--- src/rtl/ciclo_rtc_multimodo.sv ---
// Purpose : period/phase sequencer; splits time into TICKS-clock periods and
//           steps a phase index ciclo through 0..duracion-1, continuous or one-shot.
// Latency : outputs registered; activo and cuenta_int=0 one edge after EN_ciclo
//           is seen in IDLE, and first fin_ciclo TICKS edges after that entry.
// Backpressure: none. EN_ciclo=0 returns to IDLE on the next edge. With
//           CICLO_RTC_PAUSA_EN defined, pausa freezes counting while in RUN.
//
// Ports:
//   clk, reset (sync, active-high), EN_ciclo (run enable), modo (0 wrap / 1 one-shot),
//   duracion (phases per sequence, 0 acts as 1), pausa (only with CICLO_RTC_PAUSA_EN),
//   ciclo (phase index), cuenta_int (tick counter), fin_ciclo / fin_total (pulses),
//   activo (high while in RUN).
// Optional feature macro: CICLO_RTC_PAUSA_EN
module ciclo_rtc_multimodo #(
  parameter int CYCLE_W = 6,
  parameter int TICK_W  = 5,
  parameter int TICKS   = 32
) (
  input  logic               clk,
  input  logic               reset,
  input  logic               EN_ciclo,
  input  logic               modo,
  input  logic [CYCLE_W-1:0] duracion,
`ifdef CICLO_RTC_PAUSA_EN
  input  logic               pausa,
`endif
  output logic [CYCLE_W-1:0] ciclo,
  output logic [TICK_W-1:0]  cuenta_int,
  output logic               fin_ciclo,
  output logic               fin_total,
  output logic               activo
);

  typedef enum logic [1:0] {
    ST_IDLE = 2'd0,
    ST_RUN  = 2'd1,
    ST_DONE = 2'd2
  } state_t;

  localparam logic [TICK_W-1:0] TICK_LAST = TICK_W'(TICKS - 1);

  state_t             state_q, state_d;
  logic               modo_q, modo_d;
  logic [CYCLE_W-1:0] ciclo_q, ciclo_d;
  logic [TICK_W-1:0]  cuenta_q, cuenta_d;
  logic               fin_ciclo_q, fin_ciclo_d;
  logic               fin_total_q, fin_total_d;
  logic               activo_q, activo_d;

  logic               pausa_w;
  logic [CYCLE_W-1:0] last_w;

`ifdef CICLO_RTC_PAUSA_EN
  assign pausa_w = pausa;
`else
  assign pausa_w = 1'b0;
`endif

  // duracion=0 behaves as a single-phase sequence; substituting before the
  // subtraction keeps the last-phase index from underflowing.
  assign last_w = (duracion == '0) ? '0 : (duracion - 1'b1);

  always_comb begin
    state_d     = state_q;
    modo_d      = modo_q;
    ciclo_d     = ciclo_q;
    cuenta_d    = cuenta_q;
    fin_ciclo_d = 1'b0;
    fin_total_d = 1'b0;

    if (!EN_ciclo) begin
      // Disable wins over everything except reset, including any pulse
      // that would have been produced on this edge.
      state_d  = ST_IDLE;
      ciclo_d  = '0;
      cuenta_d = '0;
    end else begin
      case (state_q)
        ST_IDLE: begin
          state_d  = ST_RUN;
          modo_d   = modo;
          ciclo_d  = '0;
          cuenta_d = '0;
        end
        ST_RUN: begin
          if (!pausa_w) begin
            if (cuenta_q == TICK_LAST) begin
              cuenta_d    = '0;
              fin_ciclo_d = 1'b1;
              // >= rather than == so a duracion lowered mid-run still ends.
              if (ciclo_q >= last_w) begin
                fin_total_d = 1'b1;
                if (modo_q) begin
                  state_d = ST_DONE;
                end else begin
                  ciclo_d = '0;
                end
              end else begin
                ciclo_d = ciclo_q + 1'b1;
              end
            end else begin
              cuenta_d = cuenta_q + 1'b1;
            end
          end
        end
        ST_DONE: begin
          // Frozen until EN_ciclo drops.
        end
        default: begin
          state_d  = ST_IDLE;
          ciclo_d  = '0;
          cuenta_d = '0;
        end
      endcase
    end

    activo_d = (state_d == ST_RUN);
  end

  always_ff @(posedge clk) begin
    if (reset) begin
      state_q     <= ST_IDLE;
      modo_q      <= 1'b0;
      ciclo_q     <= '0;
      cuenta_q    <= '0;
      fin_ciclo_q <= 1'b0;
      fin_total_q <= 1'b0;
      activo_q    <= 1'b0;
    end else begin
      state_q     <= state_d;
      modo_q      <= modo_d;
      ciclo_q     <= ciclo_d;
      cuenta_q    <= cuenta_d;
      fin_ciclo_q <= fin_ciclo_d;
      fin_total_q <= fin_total_d;
      activo_q    <= activo_d;
    end
  end

  assign ciclo      = ciclo_q;
  assign cuenta_int = cuenta_q;
  assign fin_ciclo  = fin_ciclo_q;
  assign fin_total  = fin_total_q;
  assign activo     = activo_q;

endmodule
--- config.mk ---
export PLATFORM = sky130hd
export DESIGN_NAME = ciclo_rtc_multimodo
export DESIGN_NICKNAME = d
export VERILOG_FILES = /design/src/rtl/ciclo_rtc_multimodo.sv
export SDC_FILE = /design/constraint.sdc
export NUM_CORES = 1
export LEC_CHECK = 0
export BUFFER_PORTS_ARGS = -buffer_cell sky130_fd_sc_hd__buf_2
export CELL_PAD_IN_SITES_DETAIL_PLACEMENT = 1
export CELL_PAD_IN_SITES_GLOBAL_PLACEMENT = 2
export CORE_MARGIN = 3
export CORE_UTILIZATION = 34
export DETAILED_ROUTE_END_ITERATION = 10
export GPL_TIMING_DRIVEN = 0
export PLACE_DENSITY = 0.92
export SETUP_SLACK_MARGIN = 0.1
export SKIP_CTS_REPAIR_TIMING = 1
export SLEW_MARGIN = 10
export SYNTH_ARGS = -nofsm -noshare
export SYNTH_HDL_FRONTEND = slang
export SYNTH_SLANG_ARGS = --single-unit
export TNS_END_PERCENT = 1
--- constraint.sdc ---
create_clock -name clk -period 3.6 [get_ports clk]
set_input_delay 0.18 -clock clk [delete_from_list [all_inputs] [get_ports clk]]
set_output_delay 0.18 -clock clk [all_outputs]
set_load 0.005 [all_outputs]
* Word-level counts from Yosys, hierarchy flattened
Index checks and enable logic that the tools add are counted.
** Operators by class
- Add/subtract/negate cells :: 3
- Magnitude comparators :: 1
- Equal/unequal tests :: 6
- Mux-type cells :: 14
- Bitwise logic cells :: 4
- Reductions and logical operators :: 7
** Operators by type and width (count)
- $mux W6 :: 4
- $pmux W6 S2 :: 1
- $pmux W5 S2 :: 1
- $mux W2 :: 4
- $add A6 B1 Y6 const B :: 1
- $ge A6 B6 Y1 :: 1
- $logic_not A6 Y1 :: 1
- $pmux W2 S3 :: 1
- $sub A6 B1 Y6 const B :: 1
- $add A5 B1 Y5 const B :: 1
- $eq A5 B5 Y1 const B :: 1
- $mux W5 :: 1
- $eq A2 B1 Y1 const B :: 2
- $not A1 Y1 :: 4
- $reduce_or A4 Y1 :: 1
- $ne A3 B3 Y1 const B :: 1
- $reduce_and A3 Y1 :: 1
- $reduce_or A3 Y1 :: 1
- $eq A2 B2 Y1 const B :: 1
- $logic_not A2 Y1 :: 1
- $mux W1 :: 2
- $ne A2 B2 Y1 const B :: 1
- $reduce_and A2 Y1 :: 1
- $reduce_or A2 Y1 :: 1
** Word-level totals
- Register bits :: 17
- Output and inout port bits :: 14

* Longest topological paths before layout
Gate-level depths: netlist of the first run.
- Depth in word-level cells :: 8
- Gate-level depth with buffers :: 11
- Depth with buffers taken out :: 11

* Least setup slack after synthesis of the first run
No wires, ideal clock.
- Path kind :: input port to flip-flop
- From :: input duracion[0]
- To :: register ciclo_q[1] (netlist: ciclo[1])
- Library setup time :: 0.071 ns
- Data arrival time :: 2.265 ns
- Data required time :: 3.529 ns
- Path slack :: 1.265 ns
- Stages on the path :: 11
- Buffers on the path :: 0
- Path through :: inv_1 -> ha_1 -> nand2_1 -> or3_1 -> and2_1 -> ha_1 -> nand2b_4 -> a21oi_4 -> o211ai_2 -> or4_1 -> a21oi_1
** On the way
- Word-level cells in the longest chain between the ends :: 6
- Elaborated cells between the ends (all ways) :: 9
- Those cells by class :: add/sub: 1; order compare: 1; eq/ne: 1; mux: 4; reduce/logical: 2
** Ends and longest elaborated chain
- from (decl) :: RTL line 23 : input logic [CYCLE_W-1:0] duracion,
- $sub A6 B1 Y6 or $logic_not A6 Y1 (tied branches) :: RTL line 61 : assign last_w = (duracion == '0) ? '0 : (duracion - 1'b1);
- $mux W6 * :: RTL line 61
- $ge A6 B6 Y1 * :: RTL line 91 : if (ciclo_q >= last_w) begin
- $mux W6 :: RTL line 91
- $mux W6 :: RTL line 87 : if (cuenta_q == TICK_LAST) begin
- $pmux W6 S2 :: RTL line 78 : case (state_q)
- to (signal assigned) :: RTL line 132 : ciclo_q <= ciclo_d;
- to (decl) :: RTL line 44 : logic [CYCLE_W-1:0] ciclo_q, ciclo_d;
Mark *: on every way between the ends. The rest lies on a longest branch, timed or not. The select of a mux whose other input is x is not followed.
A chain may end at the register's enable or synchronous reset.

* Final worst setup path of the first run
- From :: input duracion[0]
- To :: register ciclo_q[5] (netlist: ciclo[5])
Same word-level chain as after synthesis.

==> impl_metrics.py, run 1 <==
metrics = {
    "sta": {
        "period_needed_ns": 2.387,
        "setup_viol": 0,
        "hold_slack_ns": 0.03248,
        "setup_tns_ns": 0,
        "worst_pin_slew_ns": 0.5679,
        "finalHoldViolCount": 0,
        "slew_headroom": 0.6210,
        "rsz0062_at_grt": "false",
        "fin_skew_ns": 0.007380,
        "drv_slew": 0,
        "setup_ws_ns": 1.213,
        "max_freq_mhz": 419.0,
        "timing.final.crit_share": 0.6629,
    },
    "floorplanning": {
        "rows": 19,
        "die_h_um": 61.77,
        "initial_core_util": 0.3706,
        "ios": 24,
        "dieArea_um2": 3815,
        "dieWidth_um": 61.77,
        "coreArea_um2": 2853,
    },
    "power_and_ir_drop": {
        "internal_power_uw": 250.5,
        "p_leak_uw": 0.0005780,
        "p_comb_frac": 0.125,
        "p_clk_frac": 0.305,
        "p_sw_uw": 86.92,
        "pwr-share-seq": 0.570,
        "swShare": 0.2576,
        "power_density_nw_per_um2": 272.4,
        "max-vdd-ir-drop_uv": 201.6,
    },
    "critical_path": {
        "timing.rr.end": "ciclo[2]",
        "worstPathMaxFanout": 6,
        "critical_path.endpoint": "ciclo[5]",
        "critPathLaunchType": "primary input",
        "startpoint": "duracion[0]",
        "end_kind": "flip-flop",
        "cp.arrival_ns": 2.57,
        "timing_worst_setup_path_type": "in -> reg",
        "r2r-start": "cuenta_int[0]",
        "worst_ep_required_time_ns": 3.79,
        "r2r_slack_ns": 1.39,
        "rr_worst_depth": 8,
    },
    "flow_run": {
        "drv_cap": 0,
    },
    "logic_synthesis": {
        "synth_ff_type": "dfxtp_1",
        "synth-async-reset-ratio": 0,
        "yosysMostFrequentCell": "dfxtp_1",
        "syn_area_per_cell_um2": 9.036,
        "ys_ff_latch": 17,
        "synth_nets": 137,
        "synth.distinct_cells": 43,
        "synth_warnings": 0,
        "yosysSeqAreaShare": 0.3219,
        "syn_area_um2": 1057,
        "synth.top_cell.area_share": 0.3219,
        "yosysTopAreaCell": "dfxtp_1",
        "synth-edff-count": 0,
        "synthTopCellsByArea": "dfxtp_1 32%, ha_1 12%, nor2_1 3.9%, nand2_1 3.2%, a21oi_1 2.8%",
        "synthCells": 117,
        "synth.top_cells.by_count": "17 x dfxtp_1, 11 x nor2_1, 10 x ha_1, 9 x nand2_1",
    },
    "cts": {
        "cts_tree": "built",
        "cts_max_level": 1,
        "cts_made_buffers": 3,
        "cts.sinks": 17,
        "clock-root-buffer": "clkbuf_4",
        "clkSlewWorstSetupHoldPaths_ns": 0.10,
        "insertion_delay_ns": 0.29,
        "cts_buffer_depth": 2,
    },
    "min_path": {
        "hold_class": "in -> reg",
        "min-delay-start": "reset",
    },
    "detailed_routing": {
        "routed_wl_um": 2546,
        "wl_per_cell_um": 14.55,
        "firstDrtPassIters": 4,
        "drt-initial-drc-count": 27,
        "vias": 977,
        "vias_per_cell": 5.583,
        "drc": 0,
        "ant_nets": 0,
    },
    "global_routing": {
        "gr-usage-met1": 0.2015,
        "grt_usage": 0.1539,
        "grt_use_met2": 0.2511,
        "top_usage_layer": "met2",
        "grt_max_degree": 11,
        "grt_pass1_vias": 998,
        "antenna_found_initial": 0,
        "grt_pass1_wl_um": 4429,
        "overflow": 0,
        "grt_use_met3": 0.04339,
    },
    "placed_design": {
        "dp_hpwl_um": 2086,
        "gp_congestion": 0.7087,
        "placed_cell_area_um2": 1211,
        "io_buffers": 23,
        "dpl_worst_slack_ns": 0.8826,
    },
    "status": {
        "status": "finished, final reports clean",
    },
    "finish": {
        "final_area_um2": 1239,
        "fin_nets": 165,
        "num-fill-cells": 360,
        "drive_gt1_frac": 0.2639,
        "area_delta_synth_final_pct": 17.16,
        "diodes": 0,
    },
}
## layout by cell type (no fill, tap or decap), types with 3 or more instances in the layout
| master | n |
|---|---|
| ha_1 | 10 |
| nor3b_1 | 4 |
| nand3_1 | 6 |
| buf_2 | 23 |
| nand2_1 | 9 |
| a21oi_1 | 6 |
| nor3_1 | 3 |
| inv_1 | 5 |
| a311oi_1 | 3 |
| dfxtp_1 | 17 |
| nor2_1 | 11 |
| clkbuf_4 | 3 |
| xor2_1 | 3 |
| nand2b_1 | 3 |
## final cells by class
class                      count  area, um^2  area share
inverter                       5       18.77     0.01515
sequential                    17       340.3      0.2747
buffer                         1       3.754    0.003030
tap                           31       38.79     0.03131
clock buffer                   3       22.52     0.01818
timing repair buffer          23       115.1     0.09293
clock inverter                 1       5.005    0.004040
multi-input combinational     94       694.4      0.5606
## per-layer routing
| metal | share of wire | routed length (um) |
|---|---|---|
| met5 | 0 | 0 |
| met4 | 0 | 0 |
| met3 | 0.040 | 103 |
| met2 | 0.48 | 1217 |
| met1 | 0.48 | 1224 |
## sequential cells by signal, indices dropped and copies added (netlist names)
register    count
activo          1
ciclo           6
cuenta_int      5
fin_ciclo       1
fin_total       1
modo_q          1
state_q         2
## per-stage QoR
step	instances	total power [uW]	utilization
finish	175	337.4	0.4342
global route	175	358.0	0.4342
CTS	175	342.9	0.4342
detailed placement	171	239.4	0.4246
global placement	171	237.1	0.4246
floorplan	117	225.0	-
## power by group through the flow
stage	sequential, uW	combinational (uW)	clock [uW]
floorplan	196	28.8	0
global placement	196	40.7	0
detailed placement	197	42.6	0
CTS	192	42.9	107
global route	193	48.6	117
finish	192	42.1	103
## worst min path at each step
stage / to / slack [ns] / depth (start not counted)
3_3_place_gp: modo_q / 0.35 / 2
2_1_floorplan: modo_q / 0.25 / 1
4_1_cts: modo_q / 0.02 / 2
3_5_place_dp: modo_q / 0.35 / 2
6_report: modo_q / 0.03 / 2
5_1_grt: modo_q / 0.01 / 2
## cell families after synthesis
kind of cell / count (synthesis) / synth area share
multiplexers: 3 / 0.02959
XOR/XNOR: 3 / 0.02486
adder cells (fa/ha/maj): 10 / 0.1183
buffers and inverters: 6 / 0.02130
AND/OR/NAND/NOR: 51 / 0.2746
AO/OA/AOI/OAI: 27 / 0.2095
flip-flops: 17 / 0.3219
## worst max-delay path: stages
cell,delay [ns]
buf_2,0.11
inv_1,0.06
ha_1,0.21
nand2_1,0.09
or3_1,0.38
and2_1,0.19
ha_1,0.26
nand2b_4,0.12
a21oi_4,0.07
o2111ai_1,0.50
nor2_1,0.10
a211o_1,0.28
Note: power is estimated with default switching activity, not from simulation.
==> inputs of run 2 (changes only) <==
CORE_UTILIZATION = 28   (was 34)
PLACE_DENSITY = 0.82   (was 0.92)
clock period = 2.02 ns   (was 3.6 ns; I/O delays follow)
==> impl_metrics.py, run 2 (synthesized netlist as in run 1, its figures left out) <==
metrics = {
    "status": {
        "status": "finished, violations left",
        "violations": "negative setup slack",
    },
    "power_and_ir_drop": {
        "swShare": 0.2491,
        "power_density_nw_per_um2": 484.7,
        "p_comb_frac": 0.145,
        "internal_power_uw": 528.7,
        "p_clk_frac": 0.368,
        "power_uw": 704.1,
        "p_leak_uw": 0.0006217,
        "pwr-share-seq": 0.487,
        "max-vdd-ir-drop_uv": 263.9,
        "p_sw_uw": 175.4,
    },
    "cts": {
        "clkSlewWorstSetupHoldPaths_ns": 0.07,
        "clock-root-buffer": "clkbuf_8",
        "cts_max_level": 1,
        "cts.sinks": 17,
        "cts_tree": "built",
        "cts_buffer_depth": 2,
        "insertion_delay_ns": 0.26,
        "cts_made_buffers": 3,
    },
    "detailed_routing": {
        "routed_wl_um": 2750,
        "vias": 1009,
        "wl_per_cell_um": 14.18,
        "firstDrtPassIters": 2,
        "drc": 0,
        "vias_per_cell": 5.201,
        "ant_nets": 0,
        "drt-initial-drc-count": 23,
    },
    "sta": {
        "max_freq_mhz": 472.3,
        "fin_skew_ns": 0.002378,
        "worst_pin_slew_ns": 0.4386,
        "setup_viol": 4,
        "setup_ws_ns": -0.09732,
        "timing.final.crit_share": 1.048,
        "slew_headroom": 0.7076,
        "rsz0062_at_grt": "true",
        "finalHoldViolCount": 0,
        "drv_slew": 0,
        "period_needed_ns": 2.117,
    },
    "critical_path": {
        "worst_ep_required_time_ns": 2.17,
        "r2r-start": "ciclo[5]",
        "end_kind": "flip-flop",
        "worstPathMaxFanout": 4,
        "r2r_slack_ns": 0.03,
        "path_cells": "buf_8 > clkinv_4 > ha_4 > nand2_4 > or3_4 > and2_4 > ha_4 > nand2b_4 > a21oi_4 > o211ai_2 > buf_4 > mux2_2 > o211a_1",
        "critical_path.endpoint": "ciclo[3]",
        "cpMaxStageDelayCell": "or3_4",
        "critPathLaunchType": "primary input",
        "worst_path_largest_cell_delay_ns": 0.35,
        "cp.arrival_ns": 2.27,
        "rr_worst_depth": 6,
        "startpoint": "duracion[0]",
        "timing_worst_setup_path_type": "in -> reg",
        "cp_common_cell": "ha_4",
        "timing.rr.end": "ciclo[2]",
    },
    "global_routing": {
        "overflow": 0,
        "grt_pass1_vias": 966,
        "grt_max_degree": 11,
        "grt_pass1_wl_um": 4609,
        "antenna_found_initial": 0,
        "grt_usage": 0.1328,
    },
    "finish": {
        "drive_gt1_frac": 0.3851,
        "fin_nets": 169,
        "largest_reg_flops": 6,
        "regArea_um2": 342.8,
        "multi_input_area_um2": 813.3,
        "final_area_um2": 1453,
        "num-fill-cells": 415,
        "diodes": 0,
        "final_cell_mix": "21 x buf_2, 15 x dfxtp_1, 10 x nor2_1",
        "area_delta_synth_final_pct": 37.40,
        "layout_commonest_cell": "buf_2",
    },
    "placed_design": {
        "dp_hpwl_um": 2027,
        "io_buffers": 23,
        "dpl_worst_slack_ns": -0.4752,
        "placed_cell_area_um2": 1275,
        "gp_congestion": 0.7301,
    },
    "floorplanning": {
        "dieArea_um2": 4550,
        "die_h_um": 67.45,
        "coreArea_um2": 3495,
        "initial_core_util": 0.3025,
        "rows": 21,
        "ios": 24,
        "dieWidth_um": 67.45,
    },
    "min_path": {
        "hold_class": "in -> reg",
    },
    "flow_run": {
        "drv_cap": 0,
    },
}
[run 2: changes by cell type in the layout (fill, tap and decap cells not counted), sizes merged]
cell    change
clkbuf      +1
inv         -1
buf         +4
[run 2: per-stage QoR]
step	std cells	hold slack [ns]	TNS [ns]	util
floorplan	117	0.1734	-0.2585	-
global placement	186	0.2717	-3.046	0.3648
detailed placement	186	0.2750	-3.604	0.3648
CTS	190	0.003118	-1.201	0.3777
global route	194	0.01969	-0.7003	0.4157
finish	194	0.01098	-0.2387	0.4157
[run 2: layout make-up]
| class | instances | share of cell area |
|---|---|---|
| flip-flops and latches | 17 | 0.2360 |
| plain buffers | 1 | 0.002584 |
| inverters | 5 | 0.01981 |
| well taps | 46 | 0.03962 |
| multi-input cells | 94 | 0.5599 |
| repair buffers | 27 | 0.1111 |
| clock buffers | 4 | 0.03101 |
[run 2: power by group through the flow]
stage          combinational, uW  sequential, uW  clock, uW
2_1_floorplan               58.2             350          0
3_3_place_gp                81.8             350          0
3_5_place_dp                84.5             350          0
4_1_cts                     84.9             343        267
5_1_grt                      114             343        287
6_report                     102             343        259
[run 2: critical path: cells and delay by family]
family,cells,cell delay (ns)
compound gates,3,0.55
mux,1,0.26
simple gates,4,0.72
buf+inv,3,0.29
fa+ha+maj,2,0.34
[run 2: how the worst min path moves through the flow]
stage                     start  cells past startpoint  slack [ns]     end
after global routing      reset                      2        0.02  modo_q
after detailed placement  reset                      2        0.27  modo_q
after global placement    reset                      2        0.27  modo_q
final                     reset                      2        0.01  modo_q
after floorplan           reset                      1        0.17  modo_q
after CTS                 reset                      2       0.003  modo_q
[run 2: routing by layer]
metal	GRT usage	part of all wire	wire length [um]
met4	0.06076	0.018	49
met3	0.02163	0.041	114
met2	0.2245	0.51	1409
met1	0.1638	0.43	1176
met5	0	0	0
